==> config.mk <==
export PLATFORM = sky130hd
export DESIGN_NAME = mult_ctrl
export DESIGN_NICKNAME = d
export VERILOG_FILES = /design/src/rtl/mult_pkg.sv /design/src/rtl/mult_bit_cnt.sv /design/src/rtl/mult_ctrl.sv
export SDC_FILE = /design/constraint.sdc
export NUM_CORES = 1
export LEC_CHECK = 0
export CORE_AREA = 2 2 39 41
export CTS_BUF_LIST = sky130_fd_sc_hd__clkbuf_4 sky130_fd_sc_hd__clkbuf_8 sky130_fd_sc_hd__clkbuf_16
export CTS_CLUSTER_DIAMETER = 150
export DETAILED_ROUTE_END_ITERATION = 12
export DIE_AREA = 0 0 41 43
export GPL_TIMING_DRIVEN = 0
export PLACE_DENSITY = 0.64
export REMOVE_ABC_BUFFERS = 1
export SYNTH_ARGS = -nofsm -noshare
export SYNTH_HDL_FRONTEND = slang
export SYNTH_HIERARCHICAL = 1
export SYNTH_SLANG_ARGS = --single-unit
==> constraint.sdc <==
create_clock -name Clk -period 2.7 [get_ports Clk]
set_clock_uncertainty 0.05 [all_clocks]
set_input_delay 0.675 -clock Clk [delete_from_list [all_inputs] [get_ports Clk]]
set_output_delay 0.675 -clock Clk [all_outputs]
set_load 0.01 [all_outputs]
==> src/rtl/mult_pkg.sv <==
// Shared types and constants for the add/shift multiplier controller.
package mult_pkg;

  localparam int N_BITS_DEF = 8;

  typedef enum logic [2:0] {
    S_IDLE  = 3'd0,
    S_CLR   = 3'd1,
    S_ADD   = 3'd2,
    S_SHIFT = 3'd3,
    S_HOLD  = 3'd4
  } mult_state_t;

  // Counter width, kept at least one bit so a 1-bit multiply still elaborates.
  function automatic int cnt_w(input int n);
    return (n > 1) ? $clog2(n) : 1;
  endfunction

endpackage

==> src/rtl/mult_bit_cnt.sv <==
// Iteration counter for the multiplier: clear, saturating increment, terminal flag.
module mult_bit_cnt
  import mult_pkg::*;
#(
  parameter int N_BITS = N_BITS_DEF
) (
  input  logic                       Clk,
  input  logic                       Reset_n,
  input  logic                       clr,
  input  logic                       inc,
  output logic [cnt_w(N_BITS)-1:0]   cnt,
  output logic                       last
);

  localparam int CW = cnt_w(N_BITS);
  localparam logic [CW-1:0] LAST_V = CW'(N_BITS - 1);

  assign last = (cnt == LAST_V);

  // Holding at the terminal value keeps the count from wrapping mid-run.
  always_ff @(posedge Clk) begin
    if (!Reset_n) begin
      cnt <= '0;
    end else if (clr) begin
      cnt <= '0;
    end else if (inc && !last) begin
      cnt <= cnt + CW'(1);
    end
  end

endmodule

==> src/rtl/mult_ctrl.sv <==
// Sequencer for an add/shift multiplier; CLR stage present only with MULT_CTRL_AUTOCLR_EN.
// Handshake: Run is a level request sampled in IDLE; Done stays high in HOLD until Run drops.
module mult_ctrl
  import mult_pkg::*;
#(
  parameter int N_BITS = N_BITS_DEF
) (
  input  logic                       Clk,
  input  logic                       Reset_n,
  input  logic                       Run,
  input  logic                       ClearA_LoadB,
  input  logic                       M,
  output logic                       Clr_XA,
  output logic                       Ld_B,
  output logic                       Add_En,
  output logic                       Sub_En,
  output logic                       Shift_En,
  output logic                       Busy,
  output logic                       Done,
  output logic [2:0]                 dbg_state,
  output logic [cnt_w(N_BITS)-1:0]   dbg_cnt
);

  mult_state_t               state;
  mult_state_t               state_nxt;
  logic [cnt_w(N_BITS)-1:0]  cnt;
  logic                      cnt_last;
  logic                      cnt_clr;
  logic                      cnt_inc;

  assign cnt_clr = (state == S_IDLE) && Run;
  assign cnt_inc = (state == S_SHIFT);

  mult_bit_cnt #(.N_BITS(N_BITS)) u_bit_cnt (
    .Clk     (Clk),
    .Reset_n (Reset_n),
    .clr     (cnt_clr),
    .inc     (cnt_inc),
    .cnt     (cnt),
    .last    (cnt_last)
  );

  always_ff @(posedge Clk) begin
    if (!Reset_n) begin
      state <= S_IDLE;
    end else begin
      state <= state_nxt;
    end
  end

  always_comb begin
    state_nxt = state;
    case (state)
      S_IDLE: begin
        if (Run) begin
`ifdef MULT_CTRL_AUTOCLR_EN
          state_nxt = S_CLR;
`else
          state_nxt = S_ADD;
`endif
        end
      end
      S_CLR:   state_nxt = S_ADD;
      S_ADD:   state_nxt = S_SHIFT;
      S_SHIFT: state_nxt = cnt_last ? S_HOLD : S_ADD;
      S_HOLD:  if (!Run) state_nxt = S_IDLE;
      default: state_nxt = S_IDLE;
    endcase
  end

  // All strobes are forced low while reset is asserted, whatever the state.
  always_comb begin
    Clr_XA   = 1'b0;
    Ld_B     = 1'b0;
    Add_En   = 1'b0;
    Sub_En   = 1'b0;
    Shift_En = 1'b0;
    Busy     = 1'b0;
    Done     = 1'b0;
    if (Reset_n) begin
      case (state)
        S_IDLE: begin
          Clr_XA = ClearA_LoadB;
          Ld_B   = ClearA_LoadB;
        end
        S_CLR: begin
          Clr_XA = 1'b1;
          Busy   = 1'b1;
        end
        S_ADD: begin
          Busy   = 1'b1;
          Add_En = M && !cnt_last;
          Sub_En = M && cnt_last;
        end
        S_SHIFT: begin
          Shift_En = 1'b1;
          Busy     = 1'b1;
        end
        S_HOLD:  Done = 1'b1;
        default: ;
      endcase
    end
  end

  assign dbg_state = state;
  assign dbg_cnt   = cnt;

endmodule

* Word-level counts from Yosys, hierarchy flattened *
Cells that the tools add are included.

storage, ports and cells
  input bits = 5
  word-level logic and storage cells = 38
  output and inout bits = 13
  register bits = 6

operators by class
  multiplexer cells = 18
  reductions and logical operators = 9
  add/subtract/negate cells = 1
  bitwise operators = 1
  equal/unequal tests = 7

operator list
  cell                   number
  $pmux W3 S5            1
  $mux W1                13
  $mux W3                3
  $eq A3 B2 Y1 const B   2
  $eq A3 B3 Y1 const B   2
  $logic_and A1 B1 Y1    4
  $ne A2 B2 Y1 const B   2
  $add A3 B1 Y3 const B  1
  $eq A3 B1 Y1 const B   1
  $logic_not A3 Y1       1
  $reduce_or A3 Y1       1
  $pmux W1 S2            1
  $reduce_and A2 Y1      1
  $reduce_or A2 Y1       1
  $logic_not A1 Y1       1
  $not A1 Y1             1

* Logic depth before layout (Yosys ltp) *
  depth in word-level cells = 5
  mapped depth = 6
  gate-level depth less buffers = 5

* Modules after synthesis *
Netlist, hierarchy kept.

modules (own cells, without submodules)
  module        sequential area each (um^2)  cells an instance  area an instance (um^2)  instances
  mult_ctrl     60.1                         26                 210.2                    1
  mult_bit_cnt  60.1                         13                 145.1                    1

* Least setup slack after synthesis *
No wires, ideal clock.

  kind = input-to-output
  start point = input port Reset_n
  end point = output port Ld_B
  data required time = 1.975 ns
  path buffers = 0
  setup slack = 0.718 ns
  arrival = 1.257 ns
  stages on the path = 2
  cells stage by stage = nand2b_1 > nor4b_1

between the ends
  cells in the longest elaborated chain, start to end = 1

RTL lines
  element          line             RTL
  start, declared  mult_ctrl.sv:9   input logic Reset_n,
  $mux W1          mult_ctrl.sv:80  if (Reset_n) begin
  end, declared    mult_ctrl.sv:14  output logic Ld_B,

No other way between the ends.

* Worst setup path in the final report *
  start point = input port Reset_n
  end point = output port Sub_En

between the ends
  cells in the longest elaborated chain, start to end = 1

RTL lines
  element        line             RTL
  $mux W1        mult_ctrl.sv:80
  end, declared  mult_ctrl.sv:16  output logic Sub_En,

No other way between the ends.

==> impl_results.md <==
* Fin crit period at 2.63 ns
* Required time of the critical path at 1.98 ns
* Ant diodes at 0
* Combinational family with the most area after synthesis: simple AND/OR/NAND/NOR gates
* Distinct cells, synth at 20
* Yosys reg bits at 6
* Fraction of the mapped netlist area in simple logic gates at 38.7%
* Pwr dens at 396 nW/um^2
* Layout Nets at 66
* Commonest non-fill, non-tap cell in the layout: clkdlybuf4s50_1
* DRT iter0 DRCs at 4
* Post-synthesis adder-cell area fraction at 7.04%
* Post-Syn Area at 355 um^2
* Cts bufs inserted at 3
* CTS Sinks at 6
* First-pass GRT wire length at 1.21 mm
* Hold Path Class: reg -> reg
* Slew headroom at 77.3%
* Max_cap viols at 0
* Placer Congestion at 0.580
* Root Driver: clkbuf_4
* Post-layout util at 39.6%
* Crit path from: Reset_n
* Most frequent cells in the layout: clkdlybuf4s50_1, nor2_1, dfxtp_1
* Outcome: finished clean
* VDD IR-drop max at 0.132 mV
* Antenna violations before repair at 0
* Starting Density at 25.7%
* Largest net degree at the start of global routing at 12
* Fin. Hold Viols at 0
* Core ar. at 1380 um^2
* Synth-to-layout area growth at 54.2%
* Die ar. at 1760 um^2
* RR Startpoint: u_bit_cnt/cnt[0]
* Number of global-route vias before repair at 293
* Die H at 43 um
* IO Port Bufs at 17
* Pleak at 0.220 nW
* WHS at 0.480 ns
* Tot GR Track Use at 10.4%
* CTS hold repair buffers at 0
* Ys Warns at 6
* ANT nets after route at 0
* TritonRoute pass-1 iters at 2
* Via count at 328
* Fill cells at 151
* Slew Limit Fails at 0
* Clk_lat worst skew at 0.24 ns
* FMAX at 381 MHz
* Average cell area after synthesis at 9.11 um^2
* DR vias/cell at 4.49
* Standard-cell rows at 14
* Sequential cell area at 120 um^2
* Post-synthesis mux area share at 5.63%
* Critical path class: in -> out
* Post-synthesis xor/xnor area fraction at 2.46%
* Crit. End Element: output port
* Worst setup SP type: input port
* Complex-gate fraction of the synthesized area at 5.99%
* Syn Inst Count at 39
* Global route overflow at 0
* Die W at 41 um
* Crit-path max FO at 5
* Clk buf depth at 2
* Drt drc at 0
* Post-route clock period utilization at 97.3%
* Routed length per instance at 10.3 um
* Hold wc startpoint: u_bit_cnt/cnt[1]
* Clk slew on worst S/H paths at 0.05 ns
* Detailed Route WL at 751 um
* WP data arrival at 1.90 ns
* CTS tree: done
* Multi-input combinational cell area at 213 um^2
* Share of cells above drive strength 1 at 12.3%
* Worst Tran Pin Value at 0.340 ns
* Final Setup Violations at 0
* Max H-tree Level at 1
* Fraction of the yosys area taken by sequential cells at 33.8%
* R2r setup slk at 1.33 ns
* Unrepaired setup endpoints after global routing: false
* Setup Buffers After CTS at 0
* DP Wirelength at 542 um
* # IOs at 18
[final cells by class]
type | instances | share of cell area, %
Clock buffer | 3 | 4.11
Tap cell | 16 | 3.65
Timing Repair Buffer | 17 | 30.8
Multi-Input combinational cell | 30 | 38.8
Inverter | 1 | 0.685
Sequential cell | 6 | 21.9
[power breakdown]
part | switching (W) | internal, W | total (W)
Combinational | 0.0000142 | 0.0000229 | 0.0000371
Sequential | 0.00000591 | 0.0000914 | 0.0000973
Clock | 0.0000326 | 0.0000503 | 0.0000829
[layer usage]
layer / up-vias / share of wire (%) / global-route usage (%) / wire (um)
li1: 171 / - / - / -
met1: 144 / 45 / 11.9 / 339
met2: 13 / 45 / 15.0 / 341
met3: 0 / 9.3 / 3.66 / 70
met4: 0 / 0 / 8.00 / 0
met5: - / 0 / 0 / 0
[registers in the layout (all words and copies together), names as in the netlist]
| signal | count |
|---|---|
| dbg_state | 3 |
| u_bit_cnt/cnt | 3 |
[Yosys cell counts]
cell,number,area share (%)
nand2_1,3,3.2
nor3_1,3,4.2
inv_1,1,1.1
nor4b_1,1,2.5
buf_6,1,3.2
a311oi_1,1,2.5
or3b_4,1,3.2
nor2b_4,1,3.9
and3b_1,1,2.5
ha_1,2,7.0
nor2_1,8,8.5
nand3b_1,1,2.1
mux2i_1,2,5.6
buf_4,1,2.1
nand2b_1,2,3.5
and3_1,1,1.8
xnor2_1,1,2.5
o22ai_2,1,3.5
and4bb_2,1,3.5
dfxtp_1,6,34
[timing repair]
item	4_1_cts	5_1_grt
gates resized for setup	2	1
endpoints found under the hold margin	0	0
setup endpoints to repair	7	1
[cell families after synthesis]
group                      count (synthesis)
AOI/OAI and AO/OA                          2
xor gates and xnor gates                   1
adders and majority gates                  2
buffers and inverters                      3
DFF                                        6
muxes                                      2
and+or+nand+nor                           23
[worst max-delay path, stage by stage]
cell and delay, ns:
clkdlybuf4s15_1 0.25, and4bb_2 0.27, and3_1 0.18, clkdlybuf4s50_1 0.54
[path summary, 6_finish.rpt]
kind,endpoint,cells past startpoint
max,Sub_En,4
min,u_bit_cnt/cnt[1],2
max reg2reg,u_bit_cnt/cnt[1],5
min reg2reg,u_bit_cnt/cnt[1],2
[metrics by stage]
| stage | area [um^2] | setup slack (ns) | total power [W] | setup TNS, ns | cells |
|---|---|---|---|---|---|
| 2_1_floorplan | 337 | 0.718 | 0.000116 | 0 | 37 |
| 3_3_place_gp | 527 | -0.274 | 0.000137 | -0.917 | 70 |
| 3_5_place_dp | 527 | -0.270 | 0.000137 | -0.935 | 70 |
| 4_1_cts | 547 | 0.0489 | 0.000221 | 0 | 73 |
| 5_1_grt | 548 | 0.0202 | 0.000234 | 0 | 73 |
| 6_report | 548 | 0.0741 | 0.000217 | 0 | 73 |
Note: power is estimated with default switching activity, not from simulation.
